$ cat config.mk
export PLATFORM = sky130hd
export DESIGN_NAME = otter_pipe_seq
export DESIGN_NICKNAME = d
export VERILOG_FILES = /design/src/rtl/otter_pipe_seq.sv
export SDC_FILE = /design/constraint.sdc
export NUM_CORES = 1
export LEC_CHECK = 0
export CAP_MARGIN = 25
export CORE_MARGIN = 3
export CORE_UTILIZATION = 45
export DETAILED_ROUTE_END_ITERATION = 10
export DONT_BUFFER_PORTS = 1
export PLACE_DENSITY = 0.7
export REMOVE_ABC_BUFFERS = 1
export SLEW_MARGIN = 15
export SYNTH_ARGS = -nofsm -noshare
export SYNTH_HDL_FRONTEND = slang
export SYNTH_SLANG_ARGS = --single-unit
$ cat constraint.sdc
create_clock -name CLK -period 2.1 [get_ports CLK]
set_input_delay 0.105 -clock CLK [delete_from_list [all_inputs] [get_ports CLK]]
set_output_delay 0.105 -clock CLK [all_outputs]
set_load 0.01 [all_outputs]
$ cat src/rtl/otter_pipe_seq.sv
// Pipeline sequencer for the pipelined OTTER core: DEPTH stage records with valid bits,
// hold, flush, load-use bubbles and forwarding selects. Optional counters: PIPE_PERF_CNT_EN.
module otter_pipe_seq #(
  parameter int PAYLOAD_W = 64,
  parameter int DEPTH     = 3,
  parameter int SEL_W     = $clog2(DEPTH + 1)
) (
  input  logic                       CLK,
  input  logic                       RST,
  input  logic                       hold,
  input  logic                       flush,
  input  logic                       dec_valid,
  input  logic [PAYLOAD_W-1:0]       dec_payload,
  input  logic [4:0]                 dec_rs1,
  input  logic [4:0]                 dec_rs2,
  input  logic                       dec_rs1_used,
  input  logic                       dec_rs2_used,
  input  logic [4:0]                 dec_rd,
  input  logic                       dec_rd_used,
  input  logic                       dec_is_load,
  output logic                       dec_ready,
  output logic [DEPTH-1:0]           stg_valid,
  output logic [DEPTH*PAYLOAD_W-1:0] stg_payload,
  output logic [SEL_W-1:0]           fwd_a_sel,
  output logic [SEL_W-1:0]           fwd_b_sel,
  output logic                       retired
`ifdef PIPE_PERF_CNT_EN
  ,
  output logic [31:0]                perf_retired,
  output logic [31:0]                perf_stall,
  output logic [31:0]                perf_flush
`endif
);

  logic [DEPTH-1:0]                valid_r;
  logic [DEPTH-1:0][PAYLOAD_W-1:0] payload_r;
  logic [DEPTH-1:0][4:0]           rd_r;
  logic [DEPTH-1:0]                rd_used_r;
  logic [DEPTH-1:0]                is_load_r;
  logic                            stall_s;
  logic                            advance_s;
  logic                            bubble_s;

  // The youngest matching writer wins, so scan from the oldest stage down to stage 0.
  function automatic logic [SEL_W-1:0] fwd_sel(
    input logic [4:0]            rs,
    input logic                  rs_used,
    input logic [DEPTH-1:0]      v,
    input logic [DEPTH-1:0][4:0] rd,
    input logic [DEPTH-1:0]      rdu
  );
    logic [SEL_W-1:0] sel;
    sel = {SEL_W{1'b0}};
    if (rs_used && (rs != 5'd0)) begin
      for (int k = DEPTH - 1; k >= 0; k--) begin
        if (v[k] && rdu[k] && (rd[k] == rs)) begin
          sel = SEL_W'(k + 1);
        end
      end
    end
    return sel;
  endfunction

  assign stg_valid   = valid_r;
  assign stg_payload = payload_r;

  // Hazard detection, handshake and forwarding selects.
  always_comb begin
    stall_s   = dec_valid & valid_r[0] & is_load_r[0] & rd_used_r[0] & (rd_r[0] != 5'd0) &
                (((rd_r[0] == dec_rs1) & dec_rs1_used) | ((rd_r[0] == dec_rs2) & dec_rs2_used));
    advance_s = ~RST & ~hold;
    bubble_s  = flush | stall_s;
    dec_ready = advance_s & (flush | ~stall_s);
    retired   = advance_s & valid_r[DEPTH-1];
    if (RST) begin
      fwd_a_sel = {SEL_W{1'b0}};
      fwd_b_sel = {SEL_W{1'b0}};
    end else begin
      fwd_a_sel = fwd_sel(dec_rs1, dec_rs1_used, valid_r, rd_r, rd_used_r);
      fwd_b_sel = fwd_sel(dec_rs2, dec_rs2_used, valid_r, rd_r, rd_used_r);
    end
  end

  // Stage chain; a bubble keeps its stale payload and only drops the valid bit.
  always_ff @(posedge CLK) begin
    if (RST) begin
      valid_r   <= {DEPTH{1'b0}};
      payload_r <= '0;
      rd_r      <= '0;
      rd_used_r <= {DEPTH{1'b0}};
      is_load_r <= {DEPTH{1'b0}};
    end else if (!hold) begin
      for (int i = 1; i < DEPTH; i++) begin
        valid_r[i]   <= valid_r[i-1];
        payload_r[i] <= payload_r[i-1];
        rd_r[i]      <= rd_r[i-1];
        rd_used_r[i] <= rd_used_r[i-1];
        is_load_r[i] <= is_load_r[i-1];
      end
      if (bubble_s) begin
        valid_r[0] <= 1'b0;
      end else begin
        valid_r[0]   <= dec_valid;
        payload_r[0] <= dec_payload;
        rd_r[0]      <= dec_rd;
        rd_used_r[0] <= dec_rd_used;
        is_load_r[0] <= dec_is_load;
      end
    end
  end

`ifdef PIPE_PERF_CNT_EN
  logic [31:0] perf_retired_r;
  logic [31:0] perf_stall_r;
  logic [31:0] perf_flush_r;

  function automatic logic [31:0] sat_inc(input logic [31:0] cnt, input logic en);
    return (en && (cnt != 32'hFFFF_FFFF)) ? cnt + 32'd1 : cnt;
  endfunction

  // Saturating event counters.
  always_ff @(posedge CLK) begin
    if (RST) begin
      perf_retired_r <= 32'd0;
      perf_stall_r   <= 32'd0;
      perf_flush_r   <= 32'd0;
    end else begin
      perf_retired_r <= sat_inc(perf_retired_r, retired);
      perf_stall_r   <= sat_inc(perf_stall_r, advance_s & ~flush & stall_s);
      perf_flush_r   <= sat_inc(perf_flush_r, advance_s & flush);
    end
  end

  assign perf_retired = perf_retired_r;
  assign perf_stall   = perf_stall_r;
  assign perf_flush   = perf_flush_r;
`endif

endmodule

# After elaboration in Yosys (flattened, before gate mapping)
# Cells that the tools add are included.
# Widths: inputs -> output; s select.
[word_totals] regBits=214 input_bits=88
[op_classes] n_eq_ne=6 n_mux=11 n_bitwise=17 reduce_logical=15
[ops] operator="$eq 5x5->1" count=6
[ops] operator="$mux 2" count=10
[ops] operator="$reduce_bool 5->1" count=3
[ops] operator="$logic_and 1x1->1" count=11
[ops] operator="$and 1x1->1" count=10
[ops] operator="$not 1->1" count=4
[ops] operator="$or 1x1->1" count=3
[ops] operator="$reduce_and 2->1" count=1
[ops] operator="$mux 1" count=1

# Longest topological paths before layout
# Gate-level depths: netlist of the first run.
[depth] depth_word=8 mapped_depth=8 mapped_depth_nobuf=5

# Worst setup path after synthesis of the first run
# No wires, ideal clock.
[synth_timing] path_kind="flip-flop to output port" from="register rd_r[0] (netlist bit)" to="output port dec_ready" t_arrival_ps=1750 required_time_ps=1995 path_slack_ps=245 stages_incl_launch_ff=6 cell_sequence="dfxtp_1 > or4_1 > o2111ai_2 > buf_4 > inv_2 > a311oi_1"
[synth_via] elab_chain_cells=7 elab_cells_between_ends=11 cone_classes="2 x eq/ne; 8 x bitwise; 1 x reduce/logical"
[synth_lines] item="start: declaration" line="37" rtl="logic [DEPTH-1:0][4:0] rd_r;"
[synth_lines] item="start signal: indexed assignment" line="96" rtl="rd_r[i] <= rd_r[i-1];"
[synth_lines] item="$eq 5x5->1" line="70" rtl="(((rd_r[0] == dec_rs1) & dec_rs1_used) | ((rd_r[0] == dec_rs2) & dec_rs2_used));"
[synth_lines] item="$and 1x1->1" line="70"
[synth_lines] item="$or 1x1->1" line="70"
[synth_lines] item="$and 1x1->1 *" line="69" rtl="stall_s = dec_valid & valid_r[0] & is_load_r[0] & rd_used_r[0] & (rd_r[0] != 5'd0) &"
[synth_lines] item="$not 1->1 *" line="73" rtl="dec_ready = advance_s & (flush | ~stall_s);"
[synth_lines] item="$or 1x1->1 *" line="73"
[synth_lines] item="$and 1x1->1 *" line="73"
[synth_lines] item="end: declaration" line="21" rtl="output logic dec_ready,"
# Every way passes the cells marked *; elsewhere a longest branch is shown, timed or not.

# Worst setup path in the final report of the first run
[layout_timing] from="register rd_r[2] (netlist bit)" to="output port dec_ready"
# Same word-level chain as after synthesis.

==> run metrics, run 1 <==
Synth Area in XOR/XNOR=2.70%; Worst EP required=2.00 ns; initial core utilization=46.0%; nets=1,250; Post-Syn Instances=1,019; RSZ-0062 raised after global routing=yes; max_cap viols=0; most frequent cells in the layout=212 x mux2i_1, 210 x dfxtp_1, 177 x dlygate4sd3_1; LEAKAGE=5.71 nW; slew margin rel.=52.6%; FP Rows=53; final setup fails=1; GRT Residual Overflow=0; Worst-path clk slew=0.06 ns; Worst-Margin Slew=0.711 ns; Core Region=21,200 µm²; DRT Wirelength=30,200 µm; Area Overhead vs Synth=32.3%; Ant. Diodes=0; number of cells in the finished layout apart from fillers=1,453; Die W=153 µm; Hold Slack=0.0562 ns; Initial DRT Pass Iterations=5; Total GRT Usage=23.7%; pin count of the biggest net entering global routing=111; fmax=463 MHz; FF+latch count, synth=214; Period Utilization, post-route=103%; Root Buffer=clkbuf_16; crit path kind=flip-flop to output pin; failing checks=setup timing; final RePlAce weighted congestion=0.842; reg-to-reg slack, setup=0.04 ns; Seq/Total Area, Yosys=44.0%; commonest non-fill, non-tap cell in the layout=mux2i_1; drt wl/cell=20.8 µm; Synth Area in Adders=0%; 1st-iter DRT viols=502; TritonCTS clock tree=yes; post-layout min period=2.16 ns; antenna viol nets, final=0; Worst-Skew Late Latency=0.51 ns; compound-gate portion of the synthesized area=7.47%; area share of the largest cell type after synthesis=44.0%; first-pass GRT wire length=47,000 µm; DIE HEIGHT=153 µm; crit-path max FO=8; initial antenna violation count=0; placed insts=1,227; Hold Vio Cnt, Final=0; dpl hpwl=15,600 µm; Worst setup SP type=flip-flop; # clock sinks=214; Worst Setup End Kind=output pin; Die Area=23,400 µm²; Final Core Density=60.8%; Port Buf Inserts=0; largest family of logic cells by synthesized area=multiplexers; Post-synth top flop=dfxtp_1; number of synthesized flops with an enable pin=0; vias=8,597; skew final=0.00972 ns; fin. max-slew vios=0; io pins=289; worst vdd ir=0.530 mV; Worst Path Arrival=2.05 ns; Worst Hold Class=input port to flip-flop; layout cells sized above 1=8.57%; DRC=0; vias per cell=5.92; overall power=9.79 mW; Area contributors post-synth=dfxtp_1 44%, mux2i_1 22%, a32oi_1 6.3%, nor2_1 5.7%, nor3b_1 5.5%; CTS buffer count=24; simple-gate share of the synthesized area=19.7%; Clock Path Buffers=3; Pwr Density=761 nW/µm²; Synth Cell Area=9730 µm²; mux contribution to synthesized area=21.8%; worst setup margin=-0.0580 ns; Syn Area/Cell=9.55 µm²; number of global-route vias before repair=8,676; largest area contributor in the netlist=dfxtp_1; H-tree Lvls=1; Async SR Flop Fraction=0%; Yosys cell types=35; status=finished, violations left; yosys warns=0
==> worst max-delay path, cell delays in order (launching register included) <==
cell and delay [ns]:
dfxtp_1 0.31, buf_4 0.16, xnor2_2 0.20, nand3_2 0.13, o22ai_4 0.21, buf_12 0.13
buf_6 0.14, a311oi_2 0.10, buf_4 0.16
==> timing repair <==
action	CTS	global route
endpoints found under the setup margin	2	34
gates cloned	0	2
pin swaps	4	6
hold endpoints to repair	214	0
hold buffers	179	0
gates resized for setup	9	17
buffers inserted	3	0
==> final timing paths <==
check	cells past startpoint	startpoint	to
max reg2reg	8	rd_r[0]$_SDFFE_PP0P_	stg_payload[12]$_SDFFE_PP0P_
max	8	rd_r[2]$_SDFFE_PP0P_	dec_ready
min reg2reg	2	rd_used_r[2]$_SDFFE_PP0N_	rd_used_r[2]$_SDFFE_PP0N_
min	3	flush	is_load_r[0]$_SDFFE_PP0P_
==> synthesized netlist by cell type, types with 11 or more instances <==
library cell	instances
xnor2_1	17
buf_2	25
dfxtp_1	214
clkbuf_1	56
nor2_1	147
xor2_1	13
and3_1	71
nor3b_1	71
a32oi_1	70
buf_1	11
mux2i_1	212
nand2_1	73
==> where the power goes <==
| part | switching, mW | total, mW | internal (mW) |
|---|---|---|---|
| logic | 0.436 | 0.982 | 0.546 |
| clock network | 1.69 | 4.20 | 2.51 |
| registers | 0.339 | 4.61 | 4.27 |
| total | 2.46 | 9.79 | 7.33 |
==> per-layer routing <==
metal	GRT usage [%]	up-vias	share of wire (%)
li1	-	3944	-
met1	28.7	4188	39
met2	40.8	391	50
met3	6.17	74	8.3
met4	8.15	0	3.0
met5	0	-	0
==> final cells by class <==
cell class	count	area (µm²)
fillers	1633	8290
multi-input cells	707	5170
flip-flops and latches	214	4290
repair buffers	212	2250
clock buffers	33	716
well taps	275	344
clock inverters	9	87.6
inverters	3	13.8
==> kinds of logic after synthesis <==
kind of cell	after synthesis
compound gates	85
xor+xnor	30
buf+inv	98
flops	214
mux	212
simple gates	380
==> stage by stage <==
step	worst slack, ns	setup TNS (ns)	cell area, µm²
4_1_cts	-0.0533	-0.0533	12700
3_5_place_dp	0.0971	0	10000
3_3_place_gp	0.211	0	10000
2_1_floorplan	-4.47	-305.58	9320
6_report	-0.0580	-0.0580	12900
5_1_grt	-0.143	-1.20	12900
==> sequential cells by signal, summed over array words and instances (netlist names) <==
signal	cells
stg_payload	192
rd_r	15
rd_used_r	3
stg_valid	3
is_load_r	1
No activity file was read; power rests on OpenSTA's default activity.
==> inputs of run 2 (changes only) <==
--- a/config.mk
+++ b/config.mk
@@ -12,6 +12,7 @@
 export DONT_BUFFER_PORTS = 1
 export PLACE_DENSITY = 0.7
 export REMOVE_ABC_BUFFERS = 1
+export SKIP_CTS_REPAIR_TIMING = 1
 export SLEW_MARGIN = 15
 export SYNTH_ARGS = -nofsm -noshare
 export SYNTH_HDL_FRONTEND = slang
==> run metrics, run 2 (same netlist as run 1, synthesis figures left out) <==
status=finished, violations left; failing checks=setup timing; switching share of power=25.1% (-0.088 points); Hold Vio Cnt, Final=0 (unchanged); final setup fails=1 (unchanged); first-pass GRT wire length=39,000 µm (-17%); Die Area=23,400 µm² (unchanged); worst vdd ir=0.523 mV (-1.5%); 1st-iter DRT viols=475 (-5.4%); max_cap viols=0 (unchanged); Net Switching=2.45 mW (-0.73%); number of cells in the finished layout apart from fillers=1,450 (-0.21%); reg-to-reg slack, setup=0.07 ns (+0.03 ns); Clock Path Buffers=3 (unchanged); Worst-path clk slew=0.06 ns (about the same); final RePlAce weighted congestion=0.842 (unchanged); pin count of the biggest net entering global routing=216 (+95%); layout cells sized above 1=7.32% (-1.3 points); DIE HEIGHT=153 µm (unchanged); placed insts=1,227 (unchanged); Period Utilization, post-route=107% (+4.6 points); Worst EP required=2.00 ns (about the same); Port Buf Inserts=0 (unchanged); Gate power share=9.7% (-0.3 points); skew final=0.0110 ns (+0.00131 ns); Flop pwr share=47.2% (about the same); Final Cell Area=12,700 µm² (-1.3%); FP Rows=53 (unchanged); DRC=0 (unchanged); Total GRT Usage=19.4% (-4.3 points); LEAKAGE=5.63 nW (-1.3%); Root Buffer=clkbuf_16; vias=8,458 (-1.6%); Die W=153 µm (unchanged); Initial DRT Pass Iterations=5 (unchanged); Worst Path Arrival=2.15 ns (+0.10 ns); Core Region=21,200 µm² (unchanged); Worst Hold Class=input port to flip-flop; crit-path max FO=3 (-5); vias per cell=5.83 (-1.4%); fin. max-slew vios=0 (unchanged); slew margin rel.=51.7% (-0.88 points); CTS buffer count=24 (unchanged); Worst Setup End Kind=output pin; Pwr Density=768 nW/µm² (+0.95%); RSZ-0062 raised after global routing=yes; H-tree Lvls=1 (unchanged); TritonCTS clock tree=yes; Hold Slack=0.0463 ns (-0.00983 ns); antenna viol nets, final=0 (unchanged); drt wl/cell=19.9 µm (-4.3%); Largest register FFs=192 (unchanged); post-layout min period=2.26 ns (+0.0976 ns); initial antenna violation count=0 (unchanged); Ant. Diodes=0 (unchanged); number of global-route vias before repair=7,137 (-18%); worst setup margin=-0.156 ns (-0.0976 ns); Area Overhead vs Synth=30.5%; Placed Area=10,000 µm² (unchanged); crit path kind=flip-flop to output pin; dpl hpwl=15,600 µm (unchanged); Clock power frac=43.1% (+0.2 points); TNS Setup=-0.156 ns (-0.0976 ns); nets=1,247 (-0.24%); initial core utilization=46.0% (unchanged); most frequent cells in the layout=212 x mux2i_1, 212 x dfxtp_1, 176 x dlygate4sd3_1; Worst setup SP type=flip-flop; # clock sinks=214 (unchanged); fmax=443 MHz (-4.3%); Worst-Margin Slew=0.725 ns (+0.0132 ns); GRT Residual Overflow=0 (unchanged); overall power=9.75 mW (-0.38%); DRT Wirelength=28,900 µm (-4.5%); io pins=289 (unchanged); Worst-Skew Late Latency=0.51 ns (about the same); Pint=7.31 mW (-0.26%)
==> run 2: cell types whose count changed in the layout (fill, tap and decap cells not counted), sizes merged <==
cell | before | now
dlygate4sd3 | 177 | 176
clkbuf | 35 | 33
==> run 2: worst max-delay path, stage by stage, from the launching register on <==
cell       delay (ns)
dfxtp_2          0.32
or4_4            0.54
o2111ai_4        0.30
inv_2            0.09
a311oi_2         0.22
buf_4            0.18
==> run 2: path summary, 6_finish.rpt <==
kind	to	startpoint	cells after the start
setup / recovery	dec_ready	rd_r[1]$_SDFFE_PP0P_	5
hold / removal	stg_payload[184]$_SDFFE_PP0N_	RST	2
setup reg to reg	stg_payload[22]$_SDFFE_PP0P_	rd_r[1]$_SDFFE_PP0P_	6
hold reg to reg	stg_payload[137]$_SDFFE_PP0N_	stg_payload[137]$_SDFFE_PP0N_	2
==> run 2: power by group through the flow <==
stage | registers, mW | clock network [mW] | logic (mW)
2_1_floorplan | 4.60 | 0 | 0.519
3_3_place_gp | 4.68 | 0 | 0.621
3_5_place_dp | 4.69 | 0 | 0.640
4_1_cts | 4.60 | 4.27 | 0.644
5_1_grt | 4.63 | 4.43 | 1.03
6_report | 4.61 | 4.20 | 0.942
==> run 2: routing by layer <==
layer	global-route usage [%]	vias up	share of wire [%]
met5	0	-	0
met4	4.54	0	2.1
met3	5.44	50	8.0
met2	32.1	361	50
met1	25.3	4122	40
li1	-	3925	-
==> run 2: through the flow <==
| stage | util, % | worst slack, ns |
|---|---|---|
| floorplan | - | -4.47 |
| global placement | 47.4 | 0.211 |
| detailed placement | 47.4 | 0.0971 |
| CTS | 51.2 | -0.274 |
| global route | 60.0 | -0.260 |
| finish | 60.0 | -0.156 |
==> run 2: final cells by class <==
cell class,instances,area (µm²)
Clock buffer,33,716
Inverter,3,13.8
Sequential cell,214,4290
Fill cell,1687,8460
Timing Repair Buffer,209,2160
Tap cell,275,344
Multi-Input combinational cell,707,5090
Clock inverter,9,87.6
==> inputs of run 3 (changes only) <==
--- a/config.mk
+++ b/config.mk
@@ -5,6 +5,7 @@
 export SDC_FILE = /design/constraint.sdc
 export NUM_CORES = 1
 export LEC_CHECK = 0
+export ABC_AREA = 1
 export CAP_MARGIN = 25
 export CORE_MARGIN = 3
 export CORE_UTILIZATION = 45
==> constraint.sdc (replaced) <==
create_clock -name CLK -period 2.7 [get_ports CLK]
set_input_delay 0.135 -clock CLK [delete_from_list [all_inputs] [get_ports CLK]]
set_output_delay 0.135 -clock CLK [all_outputs]
set_load 0.01 [all_outputs]
==> run metrics, run 3 <==
yosys warns=0 (unchanged); Pwr Density=745 nW/µm² (-3.1%); initial core utilization=46.1% (+0.11 points); slew margin rel.=45.2% (-6.5 points); dpl hpwl=14,000 µm (-10%); Post-Syn Instances=1,193 (+17%); vias=7,605 (-10%); area share of the largest cell type after synthesis=49.5% (+5.5 points); Largest register FFs=192 (unchanged); LEAKAGE=4.56 nW (-19%); drt wl/cell=15.6 µm (-22%); first-pass GRT wire length=33,400 µm (-14%); Port Buf Inserts=0 (unchanged); CP cell instances=inv_1, nand2_1, nand2_1, nor2_1, nand4_1, nand2_1, nand2_4, buf_12, o21ai_1, inv_1; DRT Wirelength=22,900 µm (-21%); Hold Vio Cnt, Final=0 (unchanged); number of synthesized flops with an enable pin=0 (unchanged); layout cells sized above 1=6.96% (-0.36 points); Post-synth top flop=dfxtp_1; Reg2Reg Depth=11 (+5); Worst Setup EP=dec_ready; most frequent cells in the layout=350 x nor2_1, 214 x dfxtp_1, 144 x o21ai_0; Synth Cell Area=8650 µm² (-11%); initial antenna violation count=0 (unchanged); pin count of the biggest net entering global routing=148 (-31%); fillers=1,732 (+2.7%); Critical-path top delay cell=dfxtp_1; skew final=0.00706 ns (-0.00398 ns); DRC=0 (unchanged); antenna viol nets, final=0 (unchanged); TritonCTS clock tree=yes; critical path's top delay family=simple AND/OR/NAND/NOR gates; commonest non-fill, non-tap cell in the layout=nor2_1; Yosys cell types=26 (-26%); DIE HEIGHT=145 µm (-5.5%); crit path kind=flip-flop to output pin; final setup fails=0 (-1); 1st-iter DRT viols=324 (-32%); CTS buffer count=24 (unchanged); worst r2r src=rd_r[2]$_SDFFE_PP0P_; Total GRT Usage=19.2% (-0.25 points); io pins=289 (unchanged); Levels on crit path=10 (+5); Async SR Flop Fraction=0% (unchanged); number of global-route vias before repair=6,451 (-9.6%); synth cell count leaders=350 x nor2_1, 214 x dfxtp_1, 144 x o21ai_0; overall power=7.65 mW (-22%); H-tree Lvls=1 (unchanged); area occupied by multi-input gates=3630 µm² (-29%); post-layout min period=2.11 ns; Root Buffer=clkbuf_16; Seq. cell area=4280 µm² (about the same); Syn Area/Cell=7.25 µm² (-24%); placed insts=1,352 (+10%); Worst Hold Class=input port to flip-flop; slowest cell delay on critical path=0.40 ns (-0.14 ns); status=complete, no violations; Area contributors post-synth=dfxtp_1 50%, nor2_1 15%, o21ai_0 8.3%, nand2_1 4.6%, nand3_1 4.5%; Die W=145 µm (-5.5%); Area Overhead vs Synth=18.7%; fmax=473 MHz; RSZ-0062 raised after global routing=no; FP Rows=50 (-5.7%); number of cells in the finished layout apart from fillers=1,470 (+1.4%); GRT Residual Overflow=0 (unchanged); Worst EP required=2.57 ns (+0.57 ns); most used cell along the critical path=nand2_1; reg-to-reg slack, setup=0.64 ns (+0.57 ns); CP startpoint=rd_r[2]$_SDFFE_PP0P_; vias per cell=5.17 (-11%); Worst-Margin Slew=0.822 ns (+0.0970 ns); Period Utilization, post-route=78.3%; Worst Setup End Kind=output pin; final RePlAce weighted congestion=0.870 (+3.3%); fin. max-slew vios=0 (unchanged); buffers and inverters on the worst path=3 (+1); Initial DRT Pass Iterations=5 (unchanged); worst r2r dst=stg_valid[0]$_SDFFE_PP0N_; Clock Path Buffers=3 (unchanged); largest area contributor in the netlist=dfxtp_1; nets=1,306 (+4.7%); Worst setup SP type=flip-flop; Ant. Diodes=0 (unchanged); Core Region=18,800 µm² (-11%); FF+latch count, synth=214 (unchanged); Seq/Total Area, Yosys=49.5% (+5.5 points); max_cap viols=0 (unchanged); Worst-path clk slew=0.06 ns (about the same); Worst-Skew Late Latency=0.51 ns (about the same); worst vdd ir=0.545 mV (+4.2%); top-count cell post-synth=nor2_1; Worst Path Arrival=1.98 ns (-0.17 ns); crit-path max FO=62 (+59); Die Area=20,900 µm² (-11%); # clock sinks=214 (unchanged)
run 3: metal layers:
metal / vias to the layer above / GRT usage [%] / share of wire [%] / wire length, µm
met5: - / 0 / 0 / 0
met4: 0 / 5.94 / 1.7 / 379
met3: 29 / 6.90 / 9.4 / 2160
met2: 287 / 31.3 / 48 / 11000
met1: 3441 / 23.8 / 41 / 9380
li1: 3848 / - / - / -
run 3: worst min path at each step:
stage / depth (start not counted) / start / slack [ns] / endpoint
after floorplan: 1 / RST / 0.20 / stg_valid[0]$_SDFFE_PP0N_
after global placement: 1 / RST / 0.21 / stg_valid[0]$_SDFFE_PP0N_
after detailed placement: 1 / RST / 0.21 / stg_valid[0]$_SDFFE_PP0N_
after CTS: 1 / RST / -0.33 / stg_valid[0]$_SDFFE_PP0N_
after global routing: 2 / hold / 0.008 / rd_r[14]$_SDFFE_PP0N_
final: 2 / hold / 0.007 / rd_r[10]$_SDFFE_PP0N_
run 3: final cells by class:
cell class	instances	share of cell area, %
clock buffer	34	7.00
multi-input combinational	802	35.4
tap	234	2.85
inverter	93	3.45
clock inverter	10	1.11
sequential	214	41.7
timing repair buffer	83	8.53
run 3: kinds of logic (layout without fill, tap and decap cells):
kind of cell	after synthesis	after routing	synth area share, %
AND/OR/NAND/NOR	554	554	25.7
flip-flops	214	214	49.5
buffers and inverters	177	220	8.60
XOR/XNOR	12	12	1.21
AO/OA/AOI/OAI	236	236	15.0
run 3: through the flow:
stage,worst slack (ns),hold slack (ns),util (%),TNS [ns],cell area [µm²]
finish,0.587,0.00689,54.7,0,10300
global route,0.417,0.00755,54.7,0,10300
CTS,0.532,-0.327,50.7,0,9520
detailed placement,0.652,0.209,46.3,0,8680
global placement,0.703,0.207,46.3,0,8680
floorplan,-1.13,0.204,-,-158.09,8260
run 3: report_power, final:
group          internal, mW  leakage (nW)  switching, mW
Clock                  2.05         0.405           1.30
Combinational         0.288          2.39          0.369
Sequential             3.36          1.77          0.279
run 3: worst reg2reg max path: cells and delay by family, from the launching register on:
| kind | cells | cell delay, ns |
|---|---|---|
| flip-flops | 1 | 0.40 |
| AND/OR/NAND/NOR | 7 | 0.64 |
| AO/OA/AOI/OAI | 1 | 0.07 |
| buffers and inverters | 3 | 0.83 |
